==> config.mk <==
export PLATFORM = sky130hd
export DESIGN_NAME = vga_timing_engine
export DESIGN_NICKNAME = d
export VERILOG_FILES = /design/src/rtl/vga_timing_engine.sv
export SDC_FILE = /design/constraint.sdc
export NUM_CORES = 1
export LEC_CHECK = 0
export CORE_MARGIN = 1.5
export CORE_UTILIZATION = 49
export CTS_BUF_LIST = sky130_fd_sc_hd__clkbuf_4
export CTS_CLUSTER_SIZE = 16
export DETAILED_ROUTE_END_ITERATION = 10
export GPL_TIMING_DRIVEN = 0
export PLACE_DENSITY = 0.82
export SLEW_MARGIN = 15
export SYNTH_ARGS = -nofsm -noshare
export SYNTH_HDL_FRONTEND = slang
export SYNTH_SLANG_ARGS = --single-unit
==> constraint.sdc <==
create_clock -name clk -period 2.5 [get_ports clk]
set_input_delay 0.5 -clock clk [delete_from_list [all_inputs] [get_ports clk]]
set_output_delay 0.5 -clock clk [all_outputs]
set_load 0.03 [all_outputs]
==> src/rtl/vga_timing_engine.sv <==
`default_nettype none
// +--------------------------------------------------------------------------+
// | vga_timing_engine                                                        |
// | VGA raster timing with pixel-source latency compensation, sync/blank     |
// | generation and line/frame pulses. Define VGA_TE_TEST_PATTERN_EN to add   |
// | the pattern_sel input and an eight-bar colour test pattern.              |
// | Revision: 1.0                                                            |
// +--------------------------------------------------------------------------+
module vga_timing_engine #(
    parameter int H_ACTIVE        = 640,
    parameter int H_FP            = 16,
    parameter int H_SYNC          = 96,
    parameter int H_BP            = 48,
    parameter int V_ACTIVE        = 480,
    parameter int V_FP            = 10,
    parameter int V_SYNC          = 2,
    parameter int V_BP            = 33,
    parameter int COLOR_W         = 2,
    parameter int PIX_DIV         = 1,
    parameter int PIPE_LAT        = 1,
    parameter int SYNC_ACTIVE_LOW = 1
) (
    input  logic               clk,
    input  logic               rst,
    input  logic               enable,
`ifdef VGA_TE_TEST_PATTERN_EN
    input  logic               pattern_sel,
`endif
    input  logic [COLOR_W-1:0] red_pixel_in,
    input  logic [COLOR_W-1:0] green_pixel_in,
    input  logic [COLOR_W-1:0] blue_pixel_in,
    output logic [9:0]         xcoor,
    output logic [9:0]         ycoor,
    output logic               hs,
    output logic               vs,
    output logic               display_active,
    output logic [COLOR_W-1:0] red_pixel_out,
    output logic [COLOR_W-1:0] green_pixel_out,
    output logic [COLOR_W-1:0] blue_pixel_out,
    output logic               line_start,
    output logic               frame_start
);

    localparam int         c_H_TOTAL  = H_ACTIVE + H_FP + H_SYNC + H_BP;
    localparam int         c_V_TOTAL  = V_ACTIVE + V_FP + V_SYNC + V_BP;
    localparam logic [9:0] c_H_LAST   = 10'(c_H_TOTAL - 1);
    localparam logic [9:0] c_V_LAST   = 10'(c_V_TOTAL - 1);
    localparam logic [9:0] c_H_ACT    = 10'(H_ACTIVE);
    localparam logic [9:0] c_V_ACT    = 10'(V_ACTIVE);
    localparam logic [9:0] c_HS_BEG   = 10'(H_ACTIVE + H_FP);
    localparam logic [9:0] c_HS_END   = 10'(H_ACTIVE + H_FP + H_SYNC);
    localparam logic [9:0] c_VS_BEG   = 10'(V_ACTIVE + V_FP);
    localparam logic [9:0] c_VS_END   = 10'(V_ACTIVE + V_FP + V_SYNC);
    localparam int         c_DIV_W    = (PIX_DIV > 1) ? $clog2(PIX_DIV) : 1;
    localparam logic [c_DIV_W-1:0] c_DIV_MAX = c_DIV_W'(PIX_DIV - 1);
    localparam logic       c_SYNC_LOW = 1'(SYNC_ACTIVE_LOW);

    logic [c_DIV_W-1:0] r_div;
    logic [9:0]         r_h;
    logic [9:0]         r_v;
    logic               r_act;
    logic               r_hsy;
    logic               r_vsy;
    logic [COLOR_W-1:0] r_red;
    logic [COLOR_W-1:0] r_green;
    logic [COLOR_W-1:0] r_blue;
    logic               r_line_start;
    logic               r_frame_start;

    logic               w_tick;
    logic               w_h_wrap;
    logic               w_v_wrap;
    logic               w_act;
    logic               w_hsy;
    logic               w_vsy;
    logic               w_act_nxt;
    logic               w_hsy_nxt;
    logic               w_vsy_nxt;
    logic [COLOR_W-1:0] w_src_red;
    logic [COLOR_W-1:0] w_src_green;
    logic [COLOR_W-1:0] w_src_blue;

    assign w_tick   = enable && (r_div == c_DIV_MAX);
    assign w_h_wrap = (r_h == c_H_LAST);
    assign w_v_wrap = (r_v == c_V_LAST);

    assign w_act = (r_h < c_H_ACT) && (r_v < c_V_ACT);
    assign w_hsy = (r_h >= c_HS_BEG) && (r_h < c_HS_END);
    assign w_vsy = (r_v >= c_VS_BEG) && (r_v < c_VS_END);

`ifdef VGA_TE_TEST_PATTERN_EN
    logic [9:0] w_h_nxt;
    logic [9:0] w_bar;
    assign w_bar = w_h_nxt / 10'(H_ACTIVE / 8);
`endif

    // The final delay stage is the output register itself; the pre-stages
    // below supply the value that stage will load on the next tick.
    generate
        if (PIPE_LAT == 1) begin : g_lat1
            assign w_act_nxt = w_act;
            assign w_hsy_nxt = w_hsy;
            assign w_vsy_nxt = w_vsy;
`ifdef VGA_TE_TEST_PATTERN_EN
            assign w_h_nxt   = r_h;
`endif
        end else begin : g_latn
            logic [PIPE_LAT-2:0] r_act_p;
            logic [PIPE_LAT-2:0] r_hsy_p;
            logic [PIPE_LAT-2:0] r_vsy_p;
`ifdef VGA_TE_TEST_PATTERN_EN
            logic [9:0]          r_h_p [PIPE_LAT-1];
`endif
            always_ff @(posedge clk) begin
                if (rst) begin
                    r_act_p <= '0;
                    r_hsy_p <= '0;
                    r_vsy_p <= '0;
`ifdef VGA_TE_TEST_PATTERN_EN
                    for (int i = 0; i < PIPE_LAT - 1; i++) begin
                        r_h_p[i] <= '0;
                    end
`endif
                end else if (w_tick) begin
                    for (int i = PIPE_LAT - 2; i > 0; i--) begin
                        r_act_p[i] <= r_act_p[i-1];
                        r_hsy_p[i] <= r_hsy_p[i-1];
                        r_vsy_p[i] <= r_vsy_p[i-1];
`ifdef VGA_TE_TEST_PATTERN_EN
                        r_h_p[i]   <= r_h_p[i-1];
`endif
                    end
                    r_act_p[0] <= w_act;
                    r_hsy_p[0] <= w_hsy;
                    r_vsy_p[0] <= w_vsy;
`ifdef VGA_TE_TEST_PATTERN_EN
                    r_h_p[0]   <= r_h;
`endif
                end
            end
            assign w_act_nxt = r_act_p[PIPE_LAT-2];
            assign w_hsy_nxt = r_hsy_p[PIPE_LAT-2];
            assign w_vsy_nxt = r_vsy_p[PIPE_LAT-2];
`ifdef VGA_TE_TEST_PATTERN_EN
            assign w_h_nxt   = r_h_p[PIPE_LAT-2];
`endif
        end
    endgenerate

    always_comb begin
        w_src_red   = red_pixel_in;
        w_src_green = green_pixel_in;
        w_src_blue  = blue_pixel_in;
`ifdef VGA_TE_TEST_PATTERN_EN
        if (pattern_sel) begin
            w_src_red   = {COLOR_W{w_bar[0]}};
            w_src_green = {COLOR_W{w_bar[1]}};
            w_src_blue  = {COLOR_W{w_bar[2]}};
        end
`endif
    end

    always_ff @(posedge clk) begin
        if (rst) begin
            r_div         <= '0;
            r_h           <= '0;
            r_v           <= '0;
            r_act         <= 1'b0;
            r_hsy         <= 1'b0;
            r_vsy         <= 1'b0;
            r_red         <= '0;
            r_green       <= '0;
            r_blue        <= '0;
            r_line_start  <= 1'b0;
            r_frame_start <= 1'b0;
        end else begin
            r_line_start  <= w_tick && w_h_wrap;
            r_frame_start <= w_tick && w_h_wrap && w_v_wrap;
            if (enable) begin
                r_div <= (r_div == c_DIV_MAX) ? '0 : r_div + 1'b1;
            end
            if (w_tick) begin
                if (w_h_wrap) begin
                    r_h <= '0;
                    r_v <= w_v_wrap ? '0 : r_v + 10'd1;
                end else begin
                    r_h <= r_h + 10'd1;
                end
                r_act   <= w_act_nxt;
                r_hsy   <= w_hsy_nxt;
                r_vsy   <= w_vsy_nxt;
                r_red   <= w_act_nxt ? w_src_red   : '0;
                r_green <= w_act_nxt ? w_src_green : '0;
                r_blue  <= w_act_nxt ? w_src_blue  : '0;
            end
        end
    end

    assign xcoor           = r_h;
    assign ycoor           = r_v;
    assign hs              = r_hsy ^ c_SYNC_LOW;
    assign vs              = r_vsy ^ c_SYNC_LOW;
    assign display_active  = r_act;
    assign red_pixel_out   = r_red;
    assign green_pixel_out = r_green;
    assign blue_pixel_out  = r_blue;
    assign line_start      = r_line_start;
    assign frame_start     = r_frame_start;

endmodule
`default_nettype wire
# Word level (Yosys, flattened, before mapping)
# Index checks and enable logic that the tools add are counted.
# W data, S select, Z words.
# classes
n_eq_ne,2
n_addsub,3
order_cmp,6
reduce_logical,7
n_mux,6
n_bitwise,3
# op_table
cell,n
$add A10 B1 Y10 const B,2
$eq A10 B10 Y1 const B,2
$lt A10 B10 Y1 const B,2
$lt A10 B9 Y1 const B,2
$mux W10,2
$ge A10 B10 Y1 const B,1
$ge A10 B9 Y1 const B,1
$logic_and A1 B1 Y1,6
$mux W2,3
$not A1 Y1,3
$reduce_and A2 Y1,1
$add A1 B1 Y1 const B,1
$mux W1,1
# word_totals
reg_bits,32

# Depth between registers and ports, before layout
# logic_depth
ltp_word,4
ltp_mapped,6
mapped_depth_nobuf,6

# Least setup slack after synthesis
# No wires, ideal clock.
# synth_path
path_kind,register to register
startpoint,reg r_h[0] (netlist: xcoor[0])
endpoint,reg r_v[9] (netlist: ycoor[9])
path_stages_with_launch,7
slack_ns,0.301
synth_period_minus_slack_ns,2.199
arrival_ns,2.128
n_path_buf,1
cell_sequence,dfxtp_1 > ha_1 > inv_1 > or4_1 > buf_2 > or4_1 > a21oi_1
# synth_via
elab_chain_cells,2
# synth_lines
element,line,source
from (decl),59,logic [9:0] r_h;
from (signal assigned),187,r_h <= r_h + 10'd1;
$eq A10 B10 Y1,84,assign w_h_wrap = (r_h == c_H_LAST);
$reduce_and A2 Y1 (no line),--,
to (signal assigned),185,r_v <= w_v_wrap ? '0 : r_v + 10'd1;
to (decl),60,logic [9:0] r_v;
# No other way between the ends.
# A chain may end at the register's enable or synchronous reset.

# Worst setup path after layout
# layout_path
startpoint,reg r_h[0] (netlist: xcoor[0])
endpoint,reg r_v[5] (netlist: ycoor[5])
# The elaborated chain is that of the path after synthesis.

==> summary.txt <==
Status: finished clean
Power Total: 0.874 mW
Hold Crit Class: reg2reg
Share of power burned in the clock network: 31.5%
Layout cells sized above 1: 6.19%
Top Ports: 40
Crit end category: flip-flop
Multi-input logic area: 723 um^2
Avg Cell Area, Syn: 8.70 um^2
Final setup fails: 0
Hold WS: 0.478 ns
WL/cell: 13.2 um
Most common cell after layout, fill and taps aside: clkdlybuf4s50_1
Static Leak: 0.637 nW
R2r setup slk: 0.31 ns
Critical Path AT: 2.45 ns
PostCTS Resize Cnt: 0
1st-pass router iterations: 4
RSZ-0062 raised after global routing: no
Comb power frac: 10.0%
Netlist cell types: 36
Switching power: 0.228 mW
CTS Buffer Depth: 2
Crit path time final: 2.19 ns
GRT busiest layer: met2
Root Buffer: clkbuf_4
Starting Density: 51.7%
Slew headroom: 54.8%
Antenna-violating nets left: 0
Simple-gate share of the synthesized area: 26.8%
DP Worst Slack: 0.312 ns
Post-synthesis xor/xnor area fraction: 5.53%
Die ar.: 3240 um^2
Max Cap Viol: 0
Setup TNS: 0 ns
Number of diodes: 0
Seq pwr share: 58.5%
Final cell count without fillers: 241
Final WS setup: 0.309 ns
Gpl congestion: 0.859
GR Util met1: 26.4%
First DRT Iteration DRCs: 44
Syn Inst Count: 164
Total nets after synthesis: 177
DRT Wirelength: 3190 um
Setup CP Type: reg2reg
Total power per unit cell area: 461 nW/um^2
Drc violations: 0
Post-synthesis adder-cell area fraction: 3.51%
Post-synthesis mux area share: 2.11%
Skew-Pair Late Insertion Delay: 0.33 ns
Hold buffer count at cts: 0
Layout Nets: 222
Total grt overflow: 0
Element type at the critical path start: flip-flop
Area Overhead vs Synth: 33.1%
Synthesized cell area: 1430 um^2
Post-Place Cell Area: 1850 um^2
Pin count of the biggest net entering global routing: 11
Switching share of power: 26.0%
Final Hold Viols: 0
Via density: 5.58
CP required: 2.76 ns
GR Util All Layers: 20.3%
Crit-path max FO: 10
Max VDD drop: 0.450 mV
Sequential cell area: 621 um^2
Fillers: 228
Int Pwr: 0.647 mW
GRT met2 Usage: 32.2%
Main combinational cell family by area after synthesis: simple AND/OR/NAND/NOR gates
CTS tree: yes
#FFs+latches synth: 31
Total clock sinks: 31
Initial antenna violation count: 0
Post-DP HPWL: 2320 um
Final Util: 68.8%
Seq/Total Area, Yosys: 43.5%
Most frequent cells in the layout: clkdlybuf4s50_1 (38), dfxtp_1 (31), nor2_1 (22), inv_1 (11), a21oi_1 (10)
Slew at the pin with the worst max-slew slack: 0.669 ns
Met3 GRT Util: 7.03%
CTS clock-pin slew for the worst setup and hold paths: 0.09 ns
Number of global-route vias before repair: 1167
Die W: 57.0 um
Synth warn: 0
Placed insts: 233
Final Skew: 0.00970 ns
Max-slew violations: 0
Post-CTS setup buffer count: 0
Via count: 1344
Synth Area in Compound Gates: 12.7%
Crit share post-route: 87.6%
Die height: 57.0 um
H-tree depth: 2
First-pass GRT wire length: 5240 um
Port-buffer cells: 38
# rows: 19
CTS Buf Count: 5
Fin area: 1900 um^2
Core Area: 2760 um^2
Fmax: 0.456 GHz
## per-layer routing
metal / vias up / share of wire, %
met4: 0 / 0
met5: - / 0
met2: 43 / 49
met1: 631 / 46
li1: 670 / -
met3: 0 / 5.6
## power groups by stage
| stage | Sequential, mW | Combinational [mW] | Clock, mW |
|---|---|---|---|
| final | 0.512 | 0.0872 | 0.276 |
| after global routing | 0.514 | 0.0942 | 0.310 |
| after detailed placement | 0.523 | 0.0878 | 0 |
| after floorplan | 0.542 | 0.0299 | 0 |
| after global placement | 0.523 | 0.0860 | 0 |
| after CTS | 0.512 | 0.0882 | 0.282 |
## flip-flops by register name, indices dropped and copies added, names as in the netlist
signal / cells
r_hsy: 1
xcoor: 10
red_pixel_out: 2
display_active: 1
r_vsy: 1
frame_start: 1
green_pixel_out: 2
line_start: 1
ycoor: 10
blue_pixel_out: 2
## area by class of cell
type / instances / share of cell area (%)
tap: 31 / 2.04
buffer: 8 / 1.98
multi-input combinational: 113 / 38.1
inverter: 12 / 2.37
timing repair buffer: 38 / 20.0
clock inverter: 3 / 0.791
sequential: 31 / 32.7
clock buffer: 5 / 1.98
## path summary, 6_finish.rpt
| kind | from | to | depth (start not counted) |
|---|---|---|---|
| worst max-delay path | xcoor[0] | ycoor[5] | 6 |
| worst min-delay path | r_vsy | r_vsy | 2 |
| worst max register to register | xcoor[0] | ycoor[5] | 6 |
| worst min register to register | r_vsy | r_vsy | 2 |
## cell usage after synthesis
cell type | n | share of area (%)
and4b_1 | 1 | 0.70
o31ai_1 | 2 | 1.1
buf_2 | 3 | 1.1
and3_1 | 1 | 0.44
buf_4 | 1 | 0.53
a21boi_0 | 1 | 0.53
mux2i_1 | 3 | 2.1
ha_1 | 4 | 3.5
o21ai_0 | 6 | 2.1
nand4_1 | 4 | 1.8
nand2_1 | 8 | 2.1
clkinv_1 | 1 | 0.26
or2_1 | 1 | 0.44
nor2_1 | 22 | 5.8
a31oi_1 | 2 | 0.88
nand4_4 | 1 | 1.5
inv_1 | 11 | 2.9
nor4bb_1 | 1 | 0.70
dfxtp_1 | 31 | 44
a21oi_1 | 10 | 3.5
a22oi_1 | 6 | 3.2
nand3b_1 | 2 | 1.1
clkbuf_1 | 4 | 1.1
nand4b_1 | 1 | 0.61
o2bb2a_1 | 1 | 0.70
nand3_1 | 4 | 1.4
nand4bb_1 | 2 | 1.6
nor4_1 | 2 | 0.88
or3_1 | 2 | 0.88
nor4b_1 | 1 | 0.61
nor3_1 | 8 | 2.8
or4_1 | 6 | 3.2
a2111o_1 | 1 | 0.79
xnor2_1 | 5 | 3.1
nand2b_1 | 1 | 0.44
xor2_1 | 4 | 2.5
## cell families (layout without fill, tap and decap cells)
logic type,after synthesis,in the layout
adder cells (fa/ha/maj),4,4
AND/OR/NAND/NOR,68,68
buffers and inverters,20,66
multiplexers,3,3
XOR/XNOR,9,9
AO/OA/AOI/OAI,29,29
flip-flops,31,31
## critical path, stage by stage, from the launching register on
cell	delay (ns)
dfxtp_1	0.44
ha_1	0.27
inv_1	0.10
or4_1	0.55
buf_2	0.20
or4_1	0.40
a21oi_1	0.17
Power figures use the tool's default switching activity.
